<file path="config.mk">
export PLATFORM = sky130hd
export DESIGN_NAME = fetch_stage
export DESIGN_NICKNAME = d
export VERILOG_FILES = /design/src/rtl/fetch_stage.sv
export SDC_FILE = /design/constraint.sdc
export NUM_CORES = 1
export LEC_CHECK = 0
export BUFFER_PORTS_ARGS = -buffer_cell sky130_fd_sc_hd__clkbuf_2
export CAP_MARGIN = 10
export CORE_ASPECT_RATIO = 0.6
export CORE_MARGIN = 5
export CORE_UTILIZATION = 55
export DETAILED_ROUTE_END_ITERATION = 7
export PLACE_DENSITY = 0.82
export SYNTH_ARGS = -nofsm -noshare
export SYNTH_HDL_FRONTEND = slang
export SYNTH_SLANG_ARGS = --single-unit
</file>
<file path="constraint.sdc">
create_clock -name clk -period 8.14 [get_ports clk]
set_input_delay 1.628 -clock clk [delete_from_list [all_inputs] [get_ports clk]]
set_output_delay 1.628 -clock clk [all_outputs]
set_load 0.005 [all_outputs]
</file>
<file path="src/rtl/fetch_stage.sv">
// Instruction-fetch stage: owns the PC, keeps at most one imem request in flight,
// and loads IF/ID. A 1-entry skid buffer catches a response that lands during a stall.
module fetch_stage #(
  parameter int unsigned PC_W = 9,
  parameter logic [31:0] NOP  = 32'h0000_0013
) (
  input  logic            clk,
  input  logic            reset,
  input  logic            PcSel,
  input  logic [31:0]     BrPC,
  input  logic            Stall,
  output logic            imem_req,
  output logic [PC_W-1:0] imem_addr,
  input  logic [31:0]     imem_rdata,
  input  logic            imem_rvalid,
  output logic [PC_W-1:0] IfId_Pc,
  output logic [31:0]     IfId_Instr,
  output logic            IfId_Valid
);

  typedef enum logic [1:0] {IDLE, BUSY, SQUASH} state_t;

  state_t          state, state_d;
  logic [PC_W-1:0] pc, pc_d;
  logic [PC_W-1:0] pend_pc, pend_pc_d;
  logic            skid_valid, skid_valid_d;
  logic [PC_W-1:0] skid_pc, skid_pc_d;
  logic [31:0]     skid_instr, skid_instr_d;
  logic [PC_W-1:0] ifid_pc_d;
  logic [31:0]     ifid_instr_d;
  logic            ifid_valid_d;

  // Only the word-aligned low PC bits of the redirect target are meaningful.
  logic unused_brpc;
  assign unused_brpc = ^{BrPC[31:PC_W], BrPC[1:0]};

  assign imem_addr = pc;

  // Next-state, request issue and IF/ID/skid update.
  always_comb begin
    state_d      = state;
    pc_d         = pc;
    pend_pc_d    = pend_pc;
    skid_valid_d = skid_valid;
    skid_pc_d    = skid_pc;
    skid_instr_d = skid_instr;
    ifid_pc_d    = IfId_Pc;
    ifid_instr_d = IfId_Instr;
    ifid_valid_d = IfId_Valid;

    imem_req = !reset && !PcSel && !Stall && !skid_valid &&
               (state == IDLE || imem_rvalid);

    if (PcSel) begin
      pc_d         = {BrPC[PC_W-1:2], 2'b00};
      ifid_pc_d    = '0;
      ifid_instr_d = NOP;
      ifid_valid_d = 1'b0;
      skid_valid_d = 1'b0;
      // A request still in flight must have its response dropped later.
      if (state != IDLE && !imem_rvalid) state_d = SQUASH;
      else                               state_d = IDLE;
    end else begin
      if (state == BUSY && imem_rvalid) begin
        if (Stall) begin
          skid_valid_d = 1'b1;
          skid_pc_d    = pend_pc;
          skid_instr_d = imem_rdata;
        end else begin
          ifid_valid_d = 1'b1;
          ifid_pc_d    = pend_pc;
          ifid_instr_d = imem_rdata;
        end
      end
      if (!Stall && skid_valid) begin
        ifid_valid_d = 1'b1;
        ifid_pc_d    = skid_pc;
        ifid_instr_d = skid_instr;
        skid_valid_d = 1'b0;
      end
      if (state != IDLE && imem_rvalid) state_d = IDLE;
      if (imem_req) begin
        pend_pc_d = pc;
        pc_d      = pc + PC_W'(4);
        state_d   = BUSY;
      end
    end
  end

  always_ff @(posedge clk or posedge reset) begin
    if (reset) begin
      state      <= IDLE;
      pc         <= '0;
      pend_pc    <= '0;
      skid_valid <= 1'b0;
      skid_pc    <= '0;
      skid_instr <= NOP;
      IfId_Pc    <= '0;
      IfId_Instr <= NOP;
      IfId_Valid <= 1'b0;
    end else begin
      state      <= state_d;
      pc         <= pc_d;
      pend_pc    <= pend_pc_d;
      skid_valid <= skid_valid_d;
      skid_pc    <= skid_pc_d;
      skid_instr <= skid_instr_d;
      IfId_Pc    <= ifid_pc_d;
      IfId_Instr <= ifid_instr_d;
      IfId_Valid <= ifid_valid_d;
    end
  end

endmodule

</file>
==> summary.txt <==
Route
  • Initial detailed-routing violation count: 139
  • Routed vias: 2,832
  • Final wirelength: 9170 um
  • Drt drc: 0
  • Drt first pass iters: 4
  • DR WL/cell: 18.2 um
  • DRT antenna net count: 0
  • Vias per cell: 5.62

Worst setup path
  • Critical path type: primary input to output pin
  • Worst R2R Start: state[0]$_DFFE_PP0P_
  • CP max FO: 17
  • Worst r2r path cells: 4
  • Startpoint Class: primary input
  • Worst reg2reg setup slack: 5.76 ns
  • Req. time, crit path: 6.51 ns
  • Crit. End Element: output pin
  • Crit path DAT: 2.96 ns
  • FF-to-FF End: skid_instr[19]$_DFFE_PP0P_

Timing
  • Max frequency: 0.218 GHz
  • Tcrit/Tclk final: 0.563
  • Setup_tns: 0 ns
  • Tmin final: 4.58 ns
  • Final clock skew: 0.00624 ns
  • Slew headroom: 0.263
  • Slew Viols, Final: 0
  • Worst-Margin Slew: 1.10 ns
  • RSZ-0062 raised after global routing: no
  • Final setup vio count: 0
  • Fin. Hold Viols: 0

Clock tree
  • Post-CTS Resized: 0
  • Worst skew pair latency: 0.34 ns
  • CTS buffer count: 9
  • CTS Hold Bufs: 0
  • Clk slew on worst S/H paths: 0.07 ns
  • CTS max path bufs: 2
  • Num Clock Sinks: 97
  • Htree depth: 3
  • Root buf cell: clkbuf_16
  • CTS tree: yes
  • Postcts setup bufs: 0

Global route
  • First-pass GRT wire length: 15,000 um
  • Vias in the first global route: 2,897
  • Gr usage total: 0.205
  • Antenna violations before repair: 0
  • Gr ovfl total: 0
  • Largest net degree at the start of global routing: 67

Placed design
  • Dpl hpwl: 6080 um
  • GPL Wtd Cong: 0.770
  • Quantity of I/O buffers inserted on ports: 93

Synthesis
  • Seq/Total Area, Yosys: 0.588
  • Top cell type's share of synthesized area: 0.550
  • Area leader, netlist: dfrtp_1
  • Synth Instances: 308
  • Synthesis-stage register bit count: 97
  • Synth area leaders: dfrtp_1 55%, mux2i_1 9.7%, o2bb2ai_1 7.6%, mux2_2 6.8%, mux2_1 5.2%
  • Post-synthesis cell area: 4140 um2
  • FFs w/ async S/R, synth: 1.00
  • Post-synth top cells: 91 x dfrtp_1, 40 x mux2i_1, 36 x o2bb2ai_1
  • Most common cell in the synthesized netlist: dfrtp_1
  • EDFF count, synth: 0
  • Syn_area_per_cell: 13.4 um2
  • Warnings, synthesis: 0
  • Synth cell types: 34
  • Main synth FF type: dfrtp_1

Floorplan
  • I/O pin count: 121
  • Die height: 77.2 um
  • Die W: 122 um
  • Total core area: 7300 um2
  • Die area: 9420 um2
  • Initial Util: 0.567
  • Rows: 24

Power
  • Leak: 0.00265 uW
  • Peak supply drop: 134 uV
  • PD cells: 234 nW/um2
  • Overall power: 1170 uW

Layout
  • Ant. Diodes: 0
  • Fill count: 543
  • # nets final: 465
  • Fraction of layout cells with a size suffix above 1: 0.380
  • Area delta synth->final: 20.7%

Min path
  • Hold EP: skid_instr[9]$_DFFE_PP0P_
  • HP Class: flip-flop to flip-flop
  • Worst hold path startpoint: skid_instr[9]$_DFFE_PP0P_
  • Hold path cells: 1

Outcome
  • Outcome: complete, no violations

Job
  • Max-Cap Viols: 0
[stage by stage]
stage / setup slack, ns / instance area, um2 / utilization / hold WS (ns) / cells
after floorplan: 3.99 / 4140 / - / 0.457 / 309
after global placement: 3.61 / 4670 / 0.639 / 0.466 / 488
after detailed placement: 3.56 / 4670 / 0.639 / 0.474 / 488
after CTS: 3.56 / 5000 / 0.685 / 0.492 / 504
after global routing: 3.45 / 5000 / 0.685 / 0.503 / 504
final: 3.56 / 5000 / 0.685 / 0.486 / 504
[cell type report]
type,instances,area (um2),share of cell area
multi-input cells,184,1580,0.315
clock buffers,12,256,0.0513
inverters,5,21.3,0.00426
repair buffers,98,503,0.101
flip-flops and latches,97,2430,0.487
clock inverters,4,75.1,0.0150
well taps,104,130,0.0260
[where the power goes]
group	total [uW]	internal [uW]	switching (uW)
logic	121	64.4	56.3
registers	587	548	39.3
clock network	460	286	174
[routing by layer]
| metal | vias up | track usage | share of wire |
|---|---|---|---|
| li1 | 1294 | - | - |
| met1 | 1451 | 0.277 | 0.46 |
| met2 | 76 | 0.323 | 0.47 |
| met4 | 0 | 0.0570 | 0.011 |
| met3 | 11 | 0.0610 | 0.060 |
| met5 | - | 0 | 0 |
[flip-flops by register name (all words and copies together), names as in the netlist]
register    flops
skid_pc         7
IfId_Instr     32
IfId_Valid      1
skid_valid      1
skid_instr     32
IfId_Pc         8
pend_pc         7
state           2
imem_addr       7
[worst max-delay path, cell delays in order]
cell      delay [ns]
clkbuf_2        0.24
nor4_2          0.36
o21ai_2         0.27
inv_2           0.29
clkbuf_2        0.16
[placed cells by master (no fill, tap or decap), types with 5 or more instances in the layout]
cell type / Yosys / routed
mux2i_1: 40 / 40
nand2_1: 26 / 26
a221o_1: 5 / 5
buf_4: 4 / 5
clkbuf_2: 0 / 93
mux2_2: 25 / 25
dfrtp_1: 91 / 91
clkbuf_16: 0 / 9
mux2_1: 19 / 19
o2bb2ai_1: 36 / 36
dfstp_2: 6 / 6
[cells by family (layout without fill, tap and decap cells)]
kind of cell | count (synthesis) | after routing | share of synthesized area
buf+inv | 28 | 119 | 0.0336
fa+ha+maj | 1 | 1 | 0.00302
simple gates | 43 | 43 | 0.0484
mux | 84 | 84 | 0.216
other cells | 1 | 2 | 0.000906
flops | 97 | 97 | 0.588
compound gates | 54 | 54 | 0.109
[worst max path at each step]
stage                      from                          to  slack [ns]  cells past startpoint
after floorplan           reset  IfId_Instr[10]$_DFFE_PP0P_        3.99                      1
after global placement    PcSel                    imem_req        3.61                      5
after detailed placement  PcSel                    imem_req        3.56                      5
after CTS                 PcSel                    imem_req        3.56                      5
after global routing      PcSel                    imem_req        3.45                      5
final                     PcSel                    imem_req        3.56                      5
No activity file was read; power rests on OpenSTA's default activity.
